## src/rtl/hyperbus_txn_arbiter.sv

```systemverilog
// hyperbus_txn_arbiter
// Round-robin arbiter that shares one HyperBus transaction engine between
// NR_REQ requesters. It grants one transaction at a time, holds the grant
// until the engine reports completion, and then enforces the chip-select
// recovery gap (T_RWR cycles) before the next grant.
//
// Optional build macro: HYPERBUS_ARB_TIMEOUT_EN
//   When defined, a BUSY watchdog aborts a transaction after TIMEOUT_CYCLES
//   and pulses timeout_o. When undefined, no counter is built and timeout_o
//   is tied low.
//
// state   | meaning
// --------+---------------------------------------------------------------
// IDLE    | no transaction owned; the round-robin winner is accepted
// ISSUE   | command presented to the engine, waiting for txn_ready_i
// BUSY    | engine owns the command, waiting for txn_done_i
// RECOVER | chip-select recovery gap after completion, no new grant

module hyperbus_txn_arbiter #(
  parameter int NR_REQ         = 3,
  parameter int NR_CS          = 2,
  parameter int ADDR_W         = 32,
  parameter int LEN_W          = 16,
  parameter int T_RWR          = 4,
  parameter int TIMEOUT_CYCLES = 1024,
  localparam int CS_W          = (NR_CS > 1) ? $clog2(NR_CS) : 1,
  localparam int ID_W          = $clog2(NR_REQ)
) (
  input  logic                     clk_i,
  input  logic                     rst_ni,
  input  logic [NR_REQ-1:0]        req_valid_i,
  output logic [NR_REQ-1:0]        req_ready_o,
  input  logic [NR_REQ*ADDR_W-1:0] req_addr_i,
  input  logic [NR_REQ-1:0]        req_write_i,
  input  logic [NR_REQ*LEN_W-1:0]  req_len_i,
  input  logic [NR_REQ*CS_W-1:0]   req_cs_i,
  output logic                     txn_valid_o,
  input  logic                     txn_ready_i,
  output logic [ADDR_W-1:0]        txn_addr_o,
  output logic                     txn_write_o,
  output logic [LEN_W-1:0]         txn_len_o,
  output logic [CS_W-1:0]          txn_cs_o,
  output logic [ID_W-1:0]          txn_id_o,
  input  logic                     txn_done_i,
  output logic                     busy_o,
  output logic                     timeout_o
);

  // Recovery counter must hold T_RWR; keep at least one bit when T_RWR = 0.
  localparam int RC_W = (T_RWR > 0) ? $clog2(T_RWR + 1) : 1;

  typedef enum logic [1:0] {
    IDLE    = 2'd0,
    ISSUE   = 2'd1,
    BUSY    = 2'd2,
    RECOVER = 2'd3
  } state_e;

  state_e              state_q, state_d;
  logic [ID_W-1:0]     rr_ptr_q, rr_ptr_d;
  logic [ADDR_W-1:0]   addr_q, addr_d;
  logic                write_q, write_d;
  logic [LEN_W-1:0]    len_q, len_d;
  logic [CS_W-1:0]     cs_q, cs_d;
  logic [ID_W-1:0]     id_q, id_d;
  logic [RC_W-1:0]     rec_q, rec_d;

  logic                win_found;
  logic [ID_W-1:0]     win_idx;
  logic [ADDR_W-1:0]   sel_addr;
  logic                sel_write;
  logic [LEN_W-1:0]    sel_len;
  logic [CS_W-1:0]     sel_cs;

  logic [NR_REQ-1:0]   ready_c;
  logic                valid_c;
  logic                timeout_c;
  logic                end_busy;

  // Round-robin winner: first valid requester scanning upward from rr_ptr.
  always_comb begin
    int k;
    k         = 0;
    win_found = 1'b0;
    win_idx   = '0;
    for (int i = 0; i < NR_REQ; i++) begin
      k = (int'(rr_ptr_q) + i) % NR_REQ;
      if (!win_found && req_valid_i[k]) begin
        win_found = 1'b1;
        win_idx   = ID_W'(k);
      end
    end
  end

  // Mux the winner's request fields out of the packed buses.
  always_comb begin
    sel_addr  = req_addr_i[int'(win_idx)*ADDR_W +: ADDR_W];
    sel_write = req_write_i[win_idx];
    sel_len   = req_len_i[int'(win_idx)*LEN_W +: LEN_W];
    sel_cs    = req_cs_i[int'(win_idx)*CS_W +: CS_W];
  end

`ifdef HYPERBUS_ARB_TIMEOUT_EN
  localparam int WD_W = $clog2(TIMEOUT_CYCLES + 1);

  logic [WD_W-1:0] wdog_q, wdog_d;
  logic            wdog_hit;

  // Watchdog counts BUSY cycles and reads zero on the first BUSY cycle.
  always_comb begin
    wdog_d = '0;
    if (state_q == BUSY) wdog_d = wdog_q + 1'b1;
  end

  assign wdog_hit = (wdog_q == WD_W'(TIMEOUT_CYCLES - 1));

  // Watchdog register.
  always_ff @(posedge clk_i or negedge rst_ni) begin
    if (!rst_ni) wdog_q <= '0;
    else         wdog_q <= wdog_d;
  end
`else
  logic wdog_hit;
  assign wdog_hit = 1'b0;
`endif

  // Next-state and output decode.
  always_comb begin
    state_d   = state_q;
    rr_ptr_d  = rr_ptr_q;
    addr_d    = addr_q;
    write_d   = write_q;
    len_d     = len_q;
    cs_d      = cs_q;
    id_d      = id_q;
    rec_d     = rec_q;
    ready_c   = '0;
    valid_c   = 1'b0;
    timeout_c = 1'b0;
    end_busy  = 1'b0;

    case (state_q)
      IDLE: begin
        if (win_found) begin
          ready_c[win_idx] = 1'b1;
          if (win_idx == ID_W'(NR_REQ - 1)) rr_ptr_d = '0;
          else                              rr_ptr_d = win_idx + 1'b1;
          // A zero-length burst is consumed without touching the engine.
          if (sel_len != '0) begin
            addr_d  = sel_addr;
            write_d = sel_write;
            len_d   = sel_len;
            cs_d    = sel_cs;
            id_d    = win_idx;
            state_d = ISSUE;
          end
        end
      end
      ISSUE: begin
        valid_c = 1'b1;
        if (txn_ready_i) state_d = BUSY;
      end
      BUSY: begin
        // Completion beats the watchdog when both land on the same cycle.
        if (txn_done_i) begin
          end_busy = 1'b1;
        end else if (wdog_hit) begin
          end_busy  = 1'b1;
          timeout_c = 1'b1;
        end
      end
      RECOVER: begin
        if (rec_q <= RC_W'(1)) begin
          state_d = IDLE;
          id_d    = '0;
        end else begin
          rec_d = rec_q - 1'b1;
        end
      end
      default: begin
        state_d = IDLE;
        id_d    = '0;
      end
    endcase

    if (end_busy) begin
      if (T_RWR == 0) begin
        state_d = IDLE;
        id_d    = '0;
      end else begin
        state_d = RECOVER;
        rec_d   = RC_W'(T_RWR);
      end
    end
  end

  // State, pointer and captured command registers.
  always_ff @(posedge clk_i or negedge rst_ni) begin
    if (!rst_ni) begin
      state_q  <= IDLE;
      rr_ptr_q <= '0;
      addr_q   <= '0;
      write_q  <= 1'b0;
      len_q    <= '0;
      cs_q     <= '0;
      id_q     <= '0;
      rec_q    <= '0;
    end else begin
      state_q  <= state_d;
      rr_ptr_q <= rr_ptr_d;
      addr_q   <= addr_d;
      write_q  <= write_d;
      len_q    <= len_d;
      cs_q     <= cs_d;
      id_q     <= id_d;
      rec_q    <= rec_d;
    end
  end

  // Ready is combinational from req_valid_i; gate it so reset forces it low.
  assign req_ready_o = ready_c & {NR_REQ{rst_ni}};
  assign txn_valid_o = valid_c;
  assign txn_addr_o  = addr_q;
  assign txn_write_o = write_q;
  assign txn_len_o   = len_q;
  assign txn_cs_o    = cs_q;
  assign txn_id_o    = id_q;
  assign busy_o      = (state_q != IDLE);
  assign timeout_o   = timeout_c;

endmodule

```

## config.mk

```make
export PLATFORM = sky130hd
export DESIGN_NAME = hyperbus_txn_arbiter
export DESIGN_NICKNAME = d
export VERILOG_FILES = /design/src/rtl/hyperbus_txn_arbiter.sv
export SDC_FILE = /design/constraint.sdc
export NUM_CORES = 1
export LEC_CHECK = 0
export BUFFER_PORTS_ARGS = -buffer_cell sky130_fd_sc_hd__buf_2
export CORE_MARGIN = 2
export CORE_UTILIZATION = 45
export CTS_CLUSTER_DIAMETER = 150
export DETAILED_ROUTE_END_ITERATION = 6
export GPL_TIMING_DRIVEN = 0
export PLACE_DENSITY = 0.91
export SYNTH_ARGS = -nofsm -noshare
export SYNTH_HDL_FRONTEND = slang
export SYNTH_SLANG_ARGS = --single-unit
```

## constraint.sdc

```tcl
create_clock -name clk_i -period 6.7 [get_ports clk_i]
set_clock_uncertainty 0.2 [all_clocks]
set_input_delay 1.34 -clock clk_i [delete_from_list [all_inputs] [get_ports clk_i]]
set_output_delay 1.34 -clock clk_i [all_outputs]
set_load 0.02 [all_outputs]
```

==> qor.yml, run 1 <==
slew_headroom: 0.505
r2r_slack_ns: 2.49
io_pins: 215
syn-cell-area_sq_mm: 0.00419
drive_gt1_frac: 0.420
post-route-period-util: 0.842
insertedDiodeCount: 0
synth_enable_flop_cells: 0
drt_iter0_drc: 200
core_sq_mm: 0.00915
grt_pass1_vias: 4480
setup_viol: 0
critical_path_required_ns: 5.16
synthArstFlopShare: 1.00
hold_viol: 0
die_x_um: 101
max-clock-path-buffers: 2
synth_area_per_cell_sq_um: 9.21
numPortBuffers: 213
hold_class: "reg -> reg"
final.setup.tns_ns: 0
fmax_mhz: 177
grt_max_degree: 62
yosysWarningCount: 0
final_common_cell: "buf_2"
firstDrtPassIters: 5
die_h_um: 101
ant_nets: 0
post_cts.repair.setup_buffers: 0
die_area_sq_mm: 0.0101
yosys.area.top_type_share: 0.352
leakagePower_uw: 0.00285
clk_latency_ns: 0.33
ys_types: 51
antenna_found_initial: 0
critical_path_class: "in -> out"
dp_hpwl_mm: 11.1
end_kind: "primary output"
ys_ff_latch: 59
synth_fp_nets: 622
drc_errors: 0
drt_wl_total_mm: 14.2
yosys_most_used_dff: "dfrtp_1"
final_nets: 846
path_max_fanout: 10
peakVddDrop_mv: 0.300
min_period_ns: 5.64
power_uw: 2940
worst_pin_slew_ns: 0.742
num_rows: 35
clk_pin_slew_ns: 0.06
rsz0062_at_grt: "no"
drv_cap: 0
viasPerCell: 5.73
synth_top_cell_by_area: "dfrtp_1"
grt_pass1_wl_mm: 21.9
yosysSeqAreaShare: 0.352
arrival_ns: 4.10
cts.sinks: 59
avgRoutedWirePerCell_um: 17.9
start_util: 0.458
htreeDepth: 3
grt_usage: 0.276
status: "finished, final reports clean"
ctsResizeCount: 0
ctsHoldBuffers: 0
power_density_mw_per_mm2: 529
vias: 4556
cts_tree: "done"
numCtsBuffers: 9
gp_congestion: 0.933
layout_common_cells: "218 x buf_2, 59 x dfrtp_1, 56 x o21ai_0"
root_buffer: "clkbuf_8"
synthCells: 455
area_delta_synth_final_pct: 32.6
grt-ovfl-total: 0
synth.area.top_cells: "dfrtp_1 35%, mux2i_1 11%, mux2_2 10%, o21ai_0 6.7%, nand2_1 4.6%"
finalMaxSlewViolations: 0
worst_setup_path_start_kind: "primary input"
[stage by stage]
stage	utilization	instance area, sq um	instances	hold slack, ns	setup WS (ns)
after global routing	0.608	5560	795	0.315	0.860
final	0.608	5560	795	0.279	1.06
after global placement	0.590	5400	779	0.264	1.11
after detailed placement	0.590	5400	779	0.271	1.11
after CTS	0.607	5560	795	0.286	1.10
after floorplan	-	4190	455	0.331	1.94
[sequential cells by signal (all words and copies together), names as in the netlist]
register	flops
rr_ptr_q	2
state_q	2
txn_cs_o	1
txn_addr_o	32
rec_q	3
txn_len_o	16
txn_write_o	1
txn_id_o	2
[cells by family after synthesis]
| kind of cell | share of synthesized area |
|---|---|
| xor+xnor | 0.00209 |
| other cells | 0.000894 |
| simple gates | 0.120 |
| flops | 0.352 |
| compound gates | 0.198 |
| fa+ha+maj | 0.0298 |
| buf+inv | 0.0645 |
| mux | 0.233 |
[path summary, 6_finish.rpt]
check                                            from                          to  cells past startpoint
max                                    req_valid_i[1]              req_ready_o[0]                     10
min                        txn_addr_o[30]$_DFFE_PN0P_  txn_addr_o[30]$_DFFE_PN0P_                      1
max reg2reg                   rr_ptr_q[0]$_DFFE_PN0P_    txn_len_o[6]$_DFFE_PN0P_                     14
min reg2reg                txn_addr_o[30]$_DFFE_PN0P_  txn_addr_o[30]$_DFFE_PN0P_                      1
max in group asynchronous                      rst_ni   txn_addr_o[2]$_DFFE_PN0P_                      1
min in group asynchronous                      rst_ni  txn_addr_o[21]$_DFFE_PN0P_                      1
[critical path, stage by stage]
cell	delay (ns)
buf_2	0.15
mux2i_1	0.15
o22ai_1	0.53
buf_2	0.33
nor2_1	0.07
a21oi_1	0.15
clkbuf_1	0.50
buf_2	0.43
nor2b_1	0.25
buf_2	0.20
[routing by layer]
layer / vias up / GRT usage / wire length [um]
met5: - / 0 / 0
met4: 0 / 0.0938 / 380
met3: 38 / 0.0791 / 1010
met2: 221 / 0.454 / 7100
met1: 2202 / 0.349 / 5750
li1: 2095 / - / -
[cell usage after synthesis (all sizes together), types with 6 or more instances]
cell / n
buf: 16
mux2i: 48
mux2: 44
ha: 10
nor2b: 6
clkbuf: 16
nand2: 51
dfrtp: 59
a31oi: 14
o31ai: 7
a21oi: 12
a22oi: 6
o21ai: 56
o22a: 9
a21boi: 6
inv: 23
nor2: 19
[power by group]
group          leakage [uW]  internal (uW)  switching, uW
sequential         0.000704            546            105
combinational       0.00207            808           1210
clock             0.0000791            132            141
total               0.00285           1490           1460
[area by class of cell]
type / count / area, sq um
multi-input cells: 341 / 2450
clock inverters: 5 / 30.0
well taps: 111 / 139
inverters: 23 / 86.3
clock buffers: 11 / 131
plain buffers: 32 / 184
repair buffers: 213 / 1070
fillers: 802 / 3590
flip-flops and latches: 59 / 1480
Note: power is estimated with default switching activity, not from simulation.
==> inputs of run 2 (changes only) <==
clock period = 5.3 ns   (was 6.7 ns; I/O delays follow)
==> run 2 against run 1 <==
Compared with the run above: non-clock buffer count did not move; worst hold slack unchanged; combinational power increased by 26%; sequential cell count unchanged; sequential share of layout area about the same; critical path depth did not move; register-to-register slack got worse by 1.4 ns.
==> qor.yml, run 2 (synthesis results as in run 1) <==
worst_setup_path_start_kind: "primary input"  # unchanged
peakVddDrop_mv: 0.379  # was 0.300 mV
max-clock-path-buffers: 2  # unchanged
antenna_found_initial: 0  # unchanged
grt_max_degree: 62  # unchanged
drv_cap: 0  # unchanged
grt_usage: 0.276  # unchanged
timing.rr.start: "rr_ptr_q[0]$_DFFE_PN0P_"  # unchanged
critPathMostFrequentCell: "buf_2"  # unchanged
grt_pass1_wl_mm: 21.9  # unchanged
die_area_sq_mm: 0.0101  # unchanged
final_common_cell: "buf_2"  # unchanged
slowest_stage: "o22ai_1"  # unchanged
drive_gt1_frac: 0.421  # was 0.420
drc_errors: 0  # unchanged
arrival_ns: 3.57  # was 4.10 ns
num_rows: 35  # unchanged
clk_pin_slew_ns: 0.06  # about the same
hold_class: "reg -> reg"  # unchanged
crit_end: "req_ready_o[0]"  # unchanged
grt_pass1_vias: 4480  # unchanged
reg2regPathDepth: 14  # unchanged
start_util: 0.458  # unchanged
status: "finished, final reports clean"  # unchanged
cts.sinks: 59  # unchanged
layout_common_cells: "218 x buf_2, 59 x dfrtp_1, 56 x o21ai_0"  # unchanged
cp.depth: 10  # unchanged
path_max_fanout: 10  # unchanged
largest_reg_flops: 32  # unchanged
power_uw: 3720  # was 2940 uW
critPathTopFamily: "buffers and inverters"  # unchanged
clk_latency_ns: 0.33  # about the same
die_x_um: 101  # unchanged
area_delta_synth_final_pct: 32.7  # was 32.6%
dp_hpwl_mm: 11.1  # unchanged
slew_headroom: 0.505  # about the same
core_sq_mm: 0.00915  # unchanged
setup_viol: 0  # unchanged
ctsHoldBuffers: 0  # unchanged
post-route-period-util: 0.911
viasPerCell: 5.73  # about the same
power_density_mw_per_mm2: 669  # was 529 mW/mm^2
path_buf_inv: 5  # unchanged
max_stage_delay_ns: 0.53  # about the same
critical_path_required_ns: 4.04  # was 5.16 ns
insertedDiodeCount: 0  # unchanged
crit_path_start: "req_valid_i[1]"  # unchanged
worst_pin_slew_ns: 0.742  # about the same
fmax_mhz: 207
leakagePower_uw: 0.00285  # about the same
r2r_slack_ns: 1.09  # was 2.49 ns
final_nets: 846  # unchanged
grt-ovfl-total: 0  # unchanged
drt_wl_total_mm: 14.2  # about the same
min_period_ns: 4.83
rsz0062_at_grt: "no"  # unchanged
numCtsBuffers: 9  # unchanged
crit_chain: "buf_2, mux2i_1, o22ai_1, buf_2, nor2_1, a21oi_1, clkbuf_2, buf_2, nor2b_1, buf_2"  # was buf_2, mux2i_1, o22ai_1, buf_2, nor2_1, a21oi_1, clkbuf_1, buf_2, nor2b_1, buf_2
vias: 4552  # was 4556
avgRoutedWirePerCell_um: 17.9  # about the same
gp_congestion: 0.933  # unchanged
drt_iter0_drc: 200  # unchanged
critical_path_class: "in -> out"  # unchanged
htreeDepth: 3  # unchanged
root_buffer: "clkbuf_8"  # unchanged
ant_nets: 0  # unchanged
finalMaxSlewViolations: 0  # unchanged
end_kind: "primary output"  # unchanged
regToRegEndpoint: "txn_len_o[6]$_DFFE_PN0P_"  # unchanged
cts_tree: "done"  # unchanged
final_util: 0.608  # about the same
hold_viol: 0  # unchanged
die_h_um: 101  # unchanged
firstDrtPassIters: 4  # was 5
final.setup.tns_ns: 0  # unchanged
numPortBuffers: 213  # unchanged
io_pins: 215  # unchanged
==> run 2: cell counts in the layout (fill, tap and decap cells not counted) <==
Identical to the previous run, type by type.
==> run 2: power by group <==
group	switching (uW)	total [uW]	leakage (uW)	internal, uW
clock network	178	345	0.0000791	167
registers	133	823	0.000704	690
logic	1530	2550	0.00207	1020
==> run 2: worst register-to-register path, delay by kind of cell, from the launching register on <==
kind                       cells  cell delay, ns
AOI/OAI and AO/OA              4            1.37
adders and majority gates      1            0.40
buffers and inverters          5            0.81
DFF                            1            0.38
muxes                          1            0.36
and+or+nand+nor                3            0.58
==> run 2: cell type report <==
type | count | area (sq um)
Buffer | 32 | 185
Clock buffer | 11 | 131
Clock inverter | 5 | 30.0
Fill cell | 803 | 3590
Inverter | 23 | 86.3
Multi-Input combinational cell | 341 | 2450
Sequential cell | 59 | 1480
Tap cell | 111 | 139
Timing Repair Buffer | 213 | 1070
==> run 2: worst min path at each step <==
stage / start / end / cells past startpoint
after floorplan: state_q[0]$_DFFE_PN0P_ / state_q[0]$_DFFE_PN0P_ / 2
after global routing: txn_addr_o[24]$_DFFE_PN0P_ / txn_addr_o[24]$_DFFE_PN0P_ / 1
after global placement: txn_addr_o[30]$_DFFE_PN0P_ / txn_addr_o[30]$_DFFE_PN0P_ / 1
final: txn_addr_o[30]$_DFFE_PN0P_ / txn_addr_o[30]$_DFFE_PN0P_ / 1
after CTS: txn_addr_o[30]$_DFFE_PN0P_ / txn_addr_o[30]$_DFFE_PN0P_ / 1
after detailed placement: txn_addr_o[30]$_DFFE_PN0P_ / txn_addr_o[30]$_DFFE_PN0P_ / 1
==> run 2: layer usage <==
metal / track usage / vias up / share of wire
met2: 0.454 / 219 / 0.50
met3: 0.0791 / 38 / 0.071
met4: 0.0938 / 0 / 0.027
met5: 0 / - / 0
met1: 0.349 / 2200 / 0.40
li1: - / 2095 / -
==> run 2: per-stage QoR <==
stage | std cells | setup slack (ns) | cell area [sq um] | hold slack (ns)
6_report | 795 | 0.470 | 5560 | 0.279
5_1_grt | 795 | 0.228 | 5560 | 0.315
4_1_cts | 795 | 0.262 | 5560 | 0.286
3_5_place_dp | 779 | 0.270 | 5400 | 0.271
3_3_place_gp | 779 | 0.272 | 5400 | 0.264
2_1_floorplan | 455 | 1.10 | 4190 | 0.331
==> run 2: what timing repair did <==
action,4_1_cts,5_1_grt
gates resized for setup,0,2
setup buffers,0,0
endpoints found under the setup margin,0,1
==> inputs of run 3 (changes only) <==
ABC_AREA = 1   (was unset)
CORE_UTILIZATION = 40   (was 45)
PLACE_DENSITY = 0.86   (was 0.91)
==> run 3 against run 2 <==
Compared with the run above: register-to-register slack improved by 0.78 ns; largest power group unchanged; clock power increased by 3%; combinational power increased by 16%; routed wire length decreased by 12%; largest cell class unchanged.
==> qor.yml, run 3 <==
status: "finished, final reports clean"  # unchanged
yosys.area.top_type_share: 0.394  # was 0.352
numPortBuffers: 213  # unchanged
arrival_ns: 3.33  # was 3.57 ns
io_pins: 215  # unchanged
slew_headroom: 0.494  # was 0.505
placed_area_sq_mm: 0.00496  # was 0.00540 sq mm
hold_start: "txn_addr_o[20]$_DFFE_PN0P_"  # was txn_addr_o[30]$_DFFE_PN0P_
regToRegEndpoint: "txn_addr_o[0]$_DFFE_PN0P_"  # was txn_len_o[6]$_DFFE_PN0P_
core_sq_mm: 0.00915  # unchanged
die_h_um: 101  # about the same
clk_latency_ns: 0.33  # about the same
drt_wl_total_mm: 12.5  # was 14.2 mm
critical_path_required_ns: 4.04  # about the same
drive_gt1_frac: 0.344  # was 0.421
crit_chain: "inv_1, ha_1, inv_2, nand2_1, nand3_1, nand2_1, nand4_1, nand3_2, buf_2, buf_2, clkbuf_1, nor3_1, buf_2"  # was buf_2, mux2i_1, o22ai_1, buf_2, nor2_1, a21oi_1, clkbuf_2, buf_2, nor2b_1, buf_2
ctsHoldBuffers: 0  # unchanged
hold_viol: 0  # unchanged
synth_area_per_cell_sq_um: 6.80  # was 9.21 sq um
ctsResizeCount: 0  # unchanged
final_common_cell: "nand2_1"  # was buf_2
numCtsBuffers: 9  # unchanged
grt_usage: 0.244  # was 0.276
max_stage_delay_ns: 0.53  # about the same
synth.area.top_cells: "dfrtp_1 39%, nand2_1 29%, nand3_1 10%, a22oi_1 3.4%, ha_1 3.3%"  # was dfrtp_1 35%, mux2i_1 11%, mux2_2 10%, o21ai_0 6.7%, nand2_1 4.6%
drv_cap: 0  # unchanged
yosysSeqAreaShare: 0.394  # was 0.352
insertedDiodeCount: 0  # unchanged
synth-xor-area-share: 0  # was 0.00209
worst_setup_path_start_kind: "register"  # was primary input
critPathTopFamily: "buffers and inverters"  # unchanged
synth_top_cell_by_area: "dfrtp_1"  # unchanged
reg2regPathDepth: 19  # was 14
fmax_mhz: 218  # was 207 MHz
antenna_found_initial: 0  # unchanged
grt_pass1_wl_mm: 19.3  # was 21.9 mm
rsz0062_at_grt: "no"  # unchanged
area_delta_synth_final_pct: 36.5  # was 32.7%
final_nets: 943  # was 846
ys_types: 30  # was 51
leakagePower_uw: 0.00304  # was 0.00285 uW
dp_hpwl_mm: 9.57  # was 11.1 mm
avgRoutedWirePerCell_um: 14.0  # was 17.9 um
peakVddDrop_mv: 0.477  # was 0.379 mV
post-route-period-util: 0.865  # was 0.911
grt-ovfl-total: 0  # unchanged
vias: 4470  # was 4552
power_density_mw_per_mm2: 805  # was 669 mW/mm^2
ant_nets: 0  # unchanged
root_buffer: "clkbuf_8"  # unchanged
yosys.area_share.adder: 0.0334  # was 0.0298
synth_compound_gate_area_share: 0.0657  # was 0.198
grt_max_degree: 61  # was 62
min_period_ns: 4.59  # was 4.83 ns
end_kind: "primary output"  # unchanged
num_rows: 35  # unchanged
slowest_stage: "clkbuf_1"  # was o22ai_1
final_area_sq_mm: 0.00512  # was 0.00556 sq mm
final.setup.tns_ns: 0  # unchanged
hold_depth: 2  # was 1
yosysWarningCount: 0  # unchanged
finalMaxSlewViolations: 0  # unchanged
synth_enable_flop_cells: 0  # unchanged
holdPathEnd: "txn_addr_o[20]$_DFFE_PN0P_"  # was txn_addr_o[30]$_DFFE_PN0P_
viasPerCell: 5.02  # was 5.73
drc_errors: 0  # unchanged
path_max_fanout: 10  # unchanged
gp_congestion: 0.962  # was 0.933
die_x_um: 101  # about the same
critical_path_class: "reg -> out"  # was in -> out
drt_iter0_drc: 122  # was 200
clk_pin_slew_ns: 0.06  # about the same
max-clock-path-buffers: 2  # unchanged
fill_cells: 938  # was 803
synth_fp_nets: 719  # was 622
worst_pin_slew_ns: 0.759  # was 0.742 ns
synthCells: 552  # was 455
netlist_top_cells_count: "292 x nand2_1, 78 x nand3_1, 59 x dfrtp_1, 17 x a22oi_1, 15 x inv_1"  # was 59 x dfrtp_1, 56 x o21ai_0, 51 x nand2_1, 48 x mux2i_1, 39 x mux2_2
setup_viol: 0  # unchanged
start_util: 0.410  # was 0.458
synth_top_family_by_area: "simple AND/OR/NAND/NOR gates"  # was multiplexers
synthMuxAreaShare: 0  # was 0.233
syn-cell-area_sq_mm: 0.00375  # was 0.00419 sq mm
cts.sinks: 59  # unchanged
r2r_slack_ns: 1.87  # was 1.09 ns
grt_pass1_vias: 4123  # was 4480
yosys_most_used_dff: "dfrtp_1"  # unchanged
synth.most_common_cell: "nand2_1"  # was dfrtp_1
hold_class: "reg -> reg"  # unchanged
path_buf_inv: 6  # was 5
largest_reg_flops: 32  # unchanged
yosys.area_share.simple: 0.443  # was 0.120
layout_common_cells: "292 x nand2_1, 225 x buf_2, 78 x nand3_1"  # was 218 x buf_2, 59 x dfrtp_1, 56 x o21ai_0
post_cts.repair.setup_buffers: 0  # unchanged
synthArstFlopShare: 1.00  # unchanged
critPathMostFrequentCell: "buf_2"  # unchanged
timing.rr.start: "rr_ptr_q[0]$_DFFE_PN0P_"  # unchanged
die_area_sq_mm: 0.0102  # was 0.0101 sq mm
firstDrtPassIters: 4  # unchanged
ys_ff_latch: 59  # unchanged
htreeDepth: 3  # unchanged
cts_tree: "done"  # unchanged
run 3: cell types whose count changed after synthesis, sizes merged, moves of 12 or more:
cell / change
nand2: +243
nand3: +79
mux2i: -48
mux2: -44
o21ai: -44
a31oi: -14
clkbuf: -12
run 3: power breakdown:
part | total [uW] | switching [uW] | internal, uW
logic | 2970 | 2020 | 955
registers | 792 | 110 | 682
clock network | 354 | 177 | 178
run 3: cells by family (layout without fill, tap and decap cells):
family                     count (synthesis)  in the layout
DFF                                       59             59
AOI/OAI and AO/OA                         36             36
buffers and inverters                     46            274
other                                      1              1
adders and majority gates                 10             10
and+or+nand+nor                          400            400
run 3: how the worst max path moves through the flow:
stage	cells after the start	startpoint	to	slack, ns
floorplan	9	req_valid_i[2]	req_ready_o[0]	1.33
global placement	11	req_valid_i[1]	req_ready_o[0]	0.85
detailed placement	11	req_valid_i[1]	req_ready_o[0]	0.83
CTS	13	rr_ptr_q[0]$_DFFE_PN0P_	req_ready_o[0]	0.76
global route	13	rr_ptr_q[1]$_DFFE_PN0P_	req_ready_o[0]	0.40
finish	13	rr_ptr_q[0]$_DFFE_PN0P_	req_ready_o[0]	0.71
run 3: worst min-delay path: stages, from the launching register on:
cell and delay [ns]:
dfrtp_1 0.34, nand2_1 0.05, nand2_1 0.05
run 3: layout make-up:
class | count | area (sq um) | share of cell area
Multi-Input combinational cell | 447 | 2040 | 0.398
Sequential cell | 59 | 1480 | 0.288
Timing Repair Buffer | 213 | 1070 | 0.209
Buffer | 27 | 163 | 0.0318
Clock buffer | 12 | 145 | 0.0284
Tap cell | 111 | 139 | 0.0271
Inverter | 19 | 73.8 | 0.0144
Clock inverter | 3 | 15.0 | 0.00293
run 3: through the flow:
step | power, uW | std cells | utilization | worst slack [ns] | hold slack, ns
2_1_floorplan | 2870 | 552 | - | 1.33 | 0.246
3_3_place_gp | 3730 | 876 | 0.541 | 0.848 | 0.249
3_5_place_dp | 3790 | 876 | 0.541 | 0.832 | 0.253
4_1_cts | 4150 | 891 | 0.559 | 0.760 | 0.269
5_1_grt | 4520 | 891 | 0.559 | 0.399 | 0.287
6_report | 4120 | 891 | 0.559 | 0.714 | 0.264
run 3: layer usage:
layer,GRT usage,share of wire,vias to the layer above
li1,-,-,2218
met1,0.292,0.41,2058
met2,0.444,0.50,179
met3,0.0451,0.075,15
met4,0.0674,0.012,0
met5,0,0,-
